File: config.mk
export PLATFORM = sky130hd
export DESIGN_NAME = universal_shift_reg
export DESIGN_NICKNAME = d
export VERILOG_FILES = /design/src/rtl/universal_shift_reg.sv
export SDC_FILE = /design/constraint.sdc
export NUM_CORES = 1
export LEC_CHECK = 0
export CAP_MARGIN = 20
export CORE_MARGIN = 1
export CORE_UTILIZATION = 43
export DETAILED_ROUTE_END_ITERATION = 6
export GPL_ROUTABILITY_DRIVEN = 1
export HOLD_SLACK_MARGIN = 0.08
export PLACE_DENSITY = 0.81
export SYNTH_ARGS = -nofsm -noshare
export SYNTH_HDL_FRONTEND = slang
export SYNTH_SLANG_ARGS = --single-unit
File: constraint.sdc
create_clock -name clk -period 2.13 [get_ports clk]
set_clock_uncertainty 0.15 [all_clocks]
set_input_delay 0.426 -clock clk [delete_from_list [all_inputs] [get_ports clk]]
set_output_delay 0.426 -clock clk [all_outputs]
set_load 0.1 [all_outputs]
File: src/rtl/universal_shift_reg.sv
// WIDTH-bit storage/shift element: hold, load, logical/arithmetic/rotate shifts,
// clear and clock enable, with a saturating count of shifts since the last load.
module universal_shift_reg #(
    parameter int WIDTH = 8,
    parameter int CNT_W = 5
) (
    input  logic             clk,
    input  logic             reset,
    input  logic             en,
    input  logic [2:0]       op,
    input  logic [WIDTH-1:0] d,
    input  logic             si,
    output logic [WIDTH-1:0] q,
    output logic [WIDTH-1:0] q_bar,
    output logic             so,
    output logic             zero,
    output logic [CNT_W-1:0] cnt,
    output logic             cnt_full
);

    typedef enum logic [2:0] {
        OP_HOLD = 3'b000,
        OP_LOAD = 3'b001,
        OP_SHL  = 3'b010,
        OP_SHR  = 3'b011,
        OP_ROTL = 3'b100,
        OP_ROTR = 3'b101,
        OP_ASR  = 3'b110,
        OP_CLR  = 3'b111
    } op_e;

    localparam logic [CNT_W-1:0] CNT_MAX   = '1;
    localparam logic [CNT_W-1:0] WIDTH_CNT = CNT_W'(WIDTH);

    // Catch illegal parameter combinations at elaboration time.
    if (WIDTH < 2 || WIDTH > 32) begin : g_bad_width
        $error("universal_shift_reg: WIDTH must be in 2..32");
    end
    if ((64'd1 << CNT_W) <= 64'(WIDTH)) begin : g_bad_cnt_w
        $error("universal_shift_reg: 2**CNT_W must exceed WIDTH");
    end

    op_e              op_sel;
    logic [WIDTH-1:0] q_reg, q_next;
    logic             so_reg, so_next;
    logic [CNT_W-1:0] cnt_reg, cnt_next;
    logic             is_shift;
    logic             cnt_clear;

    assign op_sel = op_e'(op);

    // NOTE: every always_comb output gets a default first so no path leaves it
    // unassigned, which would otherwise infer a latch.
    always_comb begin
        q_next    = q_reg;
        so_next   = so_reg;
        is_shift  = 1'b0;
        cnt_clear = 1'b0;
        unique case (op_sel)
            OP_HOLD: ;
            OP_LOAD: begin
                q_next    = d;
                so_next   = 1'b0;
                cnt_clear = 1'b1;
            end
            OP_SHL: begin
                q_next   = {q_reg[WIDTH-2:0], si};
                so_next  = q_reg[WIDTH-1];
                is_shift = 1'b1;
            end
            OP_SHR: begin
                q_next   = {si, q_reg[WIDTH-1:1]};
                so_next  = q_reg[0];
                is_shift = 1'b1;
            end
            OP_ROTL: begin
                q_next   = {q_reg[WIDTH-2:0], q_reg[WIDTH-1]};
                so_next  = q_reg[WIDTH-1];
                is_shift = 1'b1;
            end
            OP_ROTR: begin
                q_next   = {q_reg[0], q_reg[WIDTH-1:1]};
                so_next  = q_reg[0];
                is_shift = 1'b1;
            end
            OP_ASR: begin
                q_next   = {q_reg[WIDTH-1], q_reg[WIDTH-1:1]};
                so_next  = q_reg[0];
                is_shift = 1'b1;
            end
            OP_CLR: begin
                q_next    = '0;
                so_next   = 1'b0;
                cnt_clear = 1'b1;
            end
            default: ;
        endcase
    end

    // The counter sticks at its maximum rather than wrapping back to small values.
    always_comb begin
        cnt_next = cnt_reg;
        if (cnt_clear) begin
            cnt_next = '0;
        end else if (is_shift && cnt_reg != CNT_MAX) begin
            cnt_next = cnt_reg + 1'b1;
        end
    end

    // NOTE: sequential state uses non-blocking assignments so every register
    // samples the pre-edge values regardless of statement order.
    always_ff @(posedge clk) begin
        if (reset) begin
            q_reg   <= '0;
            so_reg  <= 1'b0;
            cnt_reg <= '0;
        end else if (en) begin
            q_reg   <= q_next;
            so_reg  <= so_next;
            cnt_reg <= cnt_next;
        end
    end

    assign q        = q_reg;
    assign q_bar    = ~q_reg;
    assign zero     = (q_reg == '0);
    assign so       = so_reg;
    assign cnt      = cnt_reg;
    assign cnt_full = (cnt_reg >= WIDTH_CNT);

endmodule

==> summary.md, run 1 <==
| Metric | Value |
|---|---|
| CP delay by family, top | `simple AND/OR/NAND/NOR gates` |
| Initial DRC Count | `27` |
| CTS buffer count | `3` |
| Fmax | `approximately 500 MHz` |
| Peak VDD IR | `roughly 600 uV` |
| CP Class | `reg -> reg` |
| Largest cells by area after synthesis | `dfxtp_1 (27%), mux2i_1 (13%), o32ai_1 (6.0%), ha_1 (4.9%), inv_1 (4.4%)` |
| First-pass GRT wire length | `roughly 4.7 mm` |
| DP Wirelength | `around 2.3 mm` |
| MaxCap Viol Count | `0` |
| Largest family of logic cells by synthesized area | `compound AO/OA/AOI/OAI gates` |
| Avg Cell Area, Syn | `between 8 and 9 um^2` |
| DR pass1 iterations | `4` |
| FF+latch count, synth | `14` |
| Sequence of cells on the critical path | `ha_1, and3_1, ha_1, nand2b_1, o22ai_4, mux2i_1, nor4_2` |
| Share of the synthesized area in the top cell type | `27.42%` |
| Area Growth Syn to Fin | `64.99%` |
| DR vias | `1104` |
| Clock Pin Slew Worst Setup and Hold Paths | `0.08 ns` |
| Initial antenna violation count | `0` |
| Design area | `1687 um^2` |
| PwrDens | `517.6 nW/um^2` |
| Largest register FFs | `8` |
| Final GP Congestion | `0.8575` |
| Critical Path Sink Type | `register` |
| Clock Path Buffers | `2` |
| CP max stage delay | `0.38 ns` |
| CTS tree | `yes` |
| DR DRC count | `0` |
| Area after DPL | `1618 um^2` |
| Synth warn | `0` |
| Leakage | `0.6939 nW` |
| H-tree depth | `1` |
| Post-synthesis mux area share | `around 13%` |
| Slew margin rel. | `approximately three quarters` |
| WP data arrival | `2.04 ns` |
| Wire per inst | `14.40 um` |
| Status | `finished clean` |
| WL met2 | `1.447 mm` |
| Post-route ant nets | `0` |
| Clk_lat worst skew | `around 0.30 ns` |
| RSZ-0062 raised after global routing | `no` |
| CP Launch Type | `register` |
| Vias per cell | `roughly 5.6` |
| XOR/XNOR Fraction of Synth Area | `3.305%` |
| Hold Crit Class | `reg -> reg` |
| Largest net degree at the start of global routing | `15` |
| Die Y | `50.76 um` |
| Core footprint | `2233 um^2` |
| Required time worst endpoint | `2.15 ns` |
| Fin nets | `190` |
| Worst Path Max Fanout | `7` |
| Total gr overflow | `0` |
| Fin crit period | `2.012 ns` |
| Final Setup Violations | `0` |
| Top Layer Used | `met4` |
| Worst-margin pin slew | `0.3472 ns` |
| DR WL met3 | `between 100 and 150 um` |
| Mapped Area | `1022 um^2` |
| Cell Rows | `17` |
| Clock root cell | `clkbuf_4` |
| FILL cells | `171` |
| Syn Inst Count | `122` |
| Distinct cells, synth | `35` |
| Pins Over Slew Limit | `0` |
| Vias in the first global route | `1025` |
| Fin. Hold Viols | `0` |
| Clock tree sinks | `14` |
| Synth Area in Compound Gates | `24.60%` |
| CP Buf/Inv Count | `0` |
| Most frequent CP cell | `ha_1` |
| Die width | `50.76 um` |
| Share of cells above drive strength 1 | `40.59%` |
| Synth Area in Simple Gates | `approximately 18%` |
| Die Footprint | `around 2600 um^2` |
| Wl on met1 | `1.264 mm` |
| Cts hold-fix bufs | `0` |
| Syn Nets | `141` |
| Diode count | `0` |
| PortBufs | `38` |
| CP max-delay cell | `dfxtp_4` |
| I/O pin total | `39` |
| Fin crit share | `94.46%` |
| Total length of routed wires | `2.851 mm` |
| Adder-cell share of the synthesized area | `4.896%` |
| Global Route Usage Sum | `about a quarter` |
| Starting Density | `45.77%` |
| Power Total | `0.8729 mW` |
| Synth area leader | `dfxtp_1` |
| Register area share after synthesis | `a little over a quarter` |
## metal layers
layer | global-route usage [%] | vias to the layer above
met3 | 6.364 | 5
li1 | - | 541
met1 | 30.00 | 534
met2 | 42.00 | 24
met5 | 0 | -
met4 | 5.556 | 0
## synth_stat cells
master / number
nand3b_1: 3
xor2_1: 1
a21oi_4: 1
xnor2_2: 1
nor3_1: 2
o41ai_1: 1
nor4_2: 1
a21oi_1: 5
a21o_1: 1
buf_2: 3
o32ai_1: 7
or2_2: 1
nand2b_1: 4
a211oi_2: 1
a211oi_1: 3
nor2b_1: 2
nor2_1: 7
ha_1: 4
mux2i_1: 13
xnor2_1: 1
a221oi_1: 1
dfxtp_1: 14
o31a_2: 1
o211a_1: 1
and3_1: 1
inv_1: 12
nand2_1: 11
nand4_1: 3
a31oi_1: 1
o22ai_2: 1
buf_6: 2
o31ai_1: 2
clkbuf_1: 2
nand3_1: 1
o21ai_0: 7
## layout by cell type (no fill, tap or decap), types with 2 or more instances in the layout
cell type,count
a211oi_1,3
a21oi_1,5
buf_12,11
buf_4,26
clkbuf_4,3
clkdlybuf4s50_1,14
clkinvlp_4,8
dfxtp_1,2
dfxtp_2,3
dfxtp_4,9
ha_1,4
inv_1,4
mux2i_1,13
nand2_1,11
nand2b_1,4
nand3b_1,3
nand4_1,3
nor2_1,6
nor2b_1,2
nor3_1,2
o21ai_0,7
o31ai_1,2
o32ai_1,7
## power breakdown
part	internal, mW	total (mW)	switching, mW
combinational	0.145	0.388	0.243
clock	0.104	0.200	0.0952
sequential	0.266	0.285	0.0187
total	0.516	0.873	0.357
## kinds of logic (layout without fill, tap and decap cells)
kind of cell             count (synthesis)  after routing
AO/OA/AOI/OAI                           33             33
XOR/XNOR                                 3              3
adder cells (fa/ha/maj)                  4              4
buffers and inverters                   19             67
flip-flops                              14             14
multiplexers                            13             13
AND/OR/NAND/NOR                         36             36
## repair_timing
item                       CTS  global route
resized for setup            0             2
setup endpoints to repair    0             1
setup buffers                0             3
## stage by stage
stage          hold slack (ns)  setup TNS (ns)  util (%)  cells  setup slack [ns]
6_report                0.3641               0     75.52    198            0.1180
2_1_floorplan           0.3716        -0.03763         -    122          -0.03763
3_5_place_dp            0.3538         -0.1464     72.44    191           -0.1104
4_1_cts                 0.3713               0     74.06    195           0.08209
3_3_place_gp            0.3300        -0.01976     72.44    191          -0.01976
5_1_grt                 0.3906               0     75.52    198          0.008912
## worst reg2reg max path: cells and delay by family, from the launching register on
family	cells	cell delay, ns
DFF	1	0.38
AOI/OAI and AO/OA	1	0.24
muxes	1	0.26
adders and majority gates	2	0.41
and+or+nand+nor	3	0.47
## path summary, 6_finish.rpt
path                            slack (ns)    from  cells after the start     end
worst max-delay path                  0.12  cnt[0]                      7  cnt[3]
worst min-delay path                  0.36  cnt[0]                      1  cnt[0]
worst max register to register        0.12  cnt[0]                      7  cnt[3]
worst min register to register        0.36  cnt[0]                      1  cnt[0]
## final cells by class
cell class | instances | area, um^2 | area share (%)
multi-input combinational | 89 | 666.9 | 39.54
inverter | 12 | 75.07 | 4.451
tap | 28 | 35.03 | 2.077
timing repair buffer | 51 | 555.5 | 32.94
clock buffer | 4 | 36.28 | 2.151
sequential | 14 | 317.8 | 18.84
Note: power is estimated with default switching activity, not from simulation.
==> run 2: changes to the inputs <==
--- a/config.mk
+++ b/config.mk
@@ -7,11 +7,13 @@
 export LEC_CHECK = 0
 export CAP_MARGIN = 20
 export CORE_MARGIN = 1
-export CORE_UTILIZATION = 43
+export CORE_UTILIZATION = 55
 export DETAILED_ROUTE_END_ITERATION = 6
+export DONT_BUFFER_PORTS = 1
 export GPL_ROUTABILITY_DRIVEN = 1
 export HOLD_SLACK_MARGIN = 0.08
-export PLACE_DENSITY = 0.81
+export PLACE_DENSITY = 0.72
+export SKIP_LAST_GASP = 1
 export SYNTH_ARGS = -nofsm -noshare
 export SYNTH_HDL_FRONTEND = slang
 export SYNTH_SLANG_ARGS = --single-unit
==> constraint.sdc (replaced) <==
create_clock -name clk -period 2.5 [get_ports clk]
set_clock_uncertainty 0.15 [all_clocks]
set_input_delay 0.5 -clock clk [delete_from_list [all_inputs] [get_ports clk]]
set_output_delay 0.5 -clock clk [all_outputs]
set_load 0.1 [all_outputs]
==> run 2 against run 1 <==
Hold slack lost 0.24 ns. Critical path depth shrank 4. Non-clock buffer count shrank 28. Register-to-register slack gained 0.43 ns. Worst setup slack gained 0.33 ns. Total power shrank 26%. Sequential power shrank 16%. First-iteration DRC count shrank 48%. Core utilization shrank 1.5 points.
==> summary.md, run 2 (synthesis gave the netlist of run 1 again) <==
| Metric | Value |
|---|---|
| WP data arrival | `1.40 ns` |
| Initial DRC Count | `14` |
| Vias in the first global route | `897` |
| DR DRC count | `0` |
| Total length of routed wires | `2.579 mm` |
| Share of cells above drive strength 1 | `35.92%` |
| Leakage | `0.5068 nW` |
| Cell Rows | `15` |
| Clock Pin Slew Worst Setup and Hold Paths | `0.09 ns` |
| Starting Density | `between 50% and 60%` |
| Fin crit share | `around four fifths` |
| Post-CTS Setup Bufs | `0` |
| CP Launch Type | `register` |
| Fmax | `~490 MHz` |
| Slew margin rel. | `just under 60%` |
| First-pass GRT wire length | `4.029 mm` |
| Worst Path Max Fanout | `5` |
| Peak VDD IR | `439.3 uV` |
| Post-route ant nets | `0` |
| Clk_lat worst skew | `0.28 ns` |
| Commonest cells after routing, fill and taps aside | `buf_4 (22), mux2i_1 (13), nand2_1 (11), clkinvlp_4 (8), dfxtp_2 (8)` |
| DP Wirelength | `2.036 mm` |
| Vias per cell | `5.802` |
| Worst-margin pin slew | `0.6056 ns` |
| Core footprint | `approximately 1700 um^2` |
| Critical Path Sink Type | `output port` |
| Global Route Usage Sum | `~28%` |
| DR vias | `969` |
| Die Footprint | `2035 um^2` |
| Wire per inst | `~15 um` |
| Fin crit period | `2.049 ns` |
| H-tree depth | `1` |
| CTS tree | `yes` |
| Initial antenna violation count | `0` |
| Setup Total Neg Slack | `0 ns` |
| Largest net degree at the start of global routing | `25` |
| Die width | `between 40 and 50 um` |
| Area Growth Syn to Fin | `24.97%` |
| Total gr overflow | `0` |
| Cts hold-fix bufs | `0` |
| PwrDens | `508.4 nW/um^2` |
| Clock Path Buffers | `2` |
| CTS buffer count | `3` |
| Clock tree sinks | `14` |
| CP Class | `reg -> out` |
| MaxCap Viol Count | `0` |
| DR pass1 iterations | `4` |
| Fin. Hold Viols | `0` |
| Status | `finished clean` |
| Hold Crit Class | `in -> reg` |
| I/O pin total | `39` |
| Final GP Congestion | `0.7519` |
| Hold Worst Slack | `between 0.1 and 0.15 ns` |
| Required time worst endpoint | `1.85 ns` |
| Commonest non-fill, non-tap cell in the layout | `buf_4` |
| Post-CTS sizing | `0` |
| Die Y | `approximately 45 um` |
| Final Setup Violations | `0` |
| Clock root cell | `clkbuf_4` |
| Fin nets | `162` |
| Diode count | `0` |
| FILL cells | `146` |
| PortBufs | `0` |
| Largest register FFs | `8` |
| Pins Over Slew Limit | `0` |
| RSZ-0062 raised after global routing | `no` |
## run 2: cell type report
cell class                      instances  area [um^2]  area share [%]
Multi-Input combinational cell         89        659.4           51.62
Inverter                               12        75.07           5.877
Tap cell                               25        31.28           2.449
Timing Repair Buffer                   23        185.2           14.50
Sequential cell                        14        290.3           22.72
Clock buffer                            4        36.28           2.840
## run 2: layer usage
| metal | global-route usage, % | up-vias | routed length, um |
|---|---|---|---|
| li1 | - | 485 | - |
| met1 | 37.25 | 457 | 1162 |
| met2 | 43.77 | 23 | 1257 |
| met3 | 6.800 | 4 | 128 |
| met4 | 9.091 | 0 | 31 |
| met5 | 0 | - | 0 |
## run 2: metrics by stage
step	power (mW)	worst slack, ns	utilization [%]	instances	cell area (um^2)
after CTS	0.6508	0.4450	73.99	167	1277
after global routing	0.6700	0.4139	73.99	167	1277
after global placement	0.4827	0.6556	71.88	163	1241
final	0.6494	0.4512	73.99	167	1277
after detailed placement	0.4855	0.5701	71.88	163	1241
after floorplan	0.4633	0.03035	-	122	1070
## run 2: path summary, 6_finish.rpt
| path | to | from | slack (ns) | cells after the start |
|---|---|---|---|---|
| worst max-delay path | cnt_full | cnt[3] | 0.45 | 3 |
| worst min-delay path | cnt[1] | reset | 0.12 | 1 |
| worst max register to register | cnt[3] | cnt[0] | 0.55 | 7 |
| worst min register to register | cnt[4] | cnt[4] | 0.38 | 2 |
## run 2: power breakdown
part | switching [mW] | internal (mW) | total (mW)
logic | 0.183 | 0.0585 | 0.241
clock network | 0.0805 | 0.0887 | 0.169
registers | 0.00662 | 0.232 | 0.239
## run 2: critical path, cell delays in order (launching register included)
cell	delay (ns)
dfxtp_1	0.35
buf_4	0.24
or2_2	0.35
buf_12	0.17
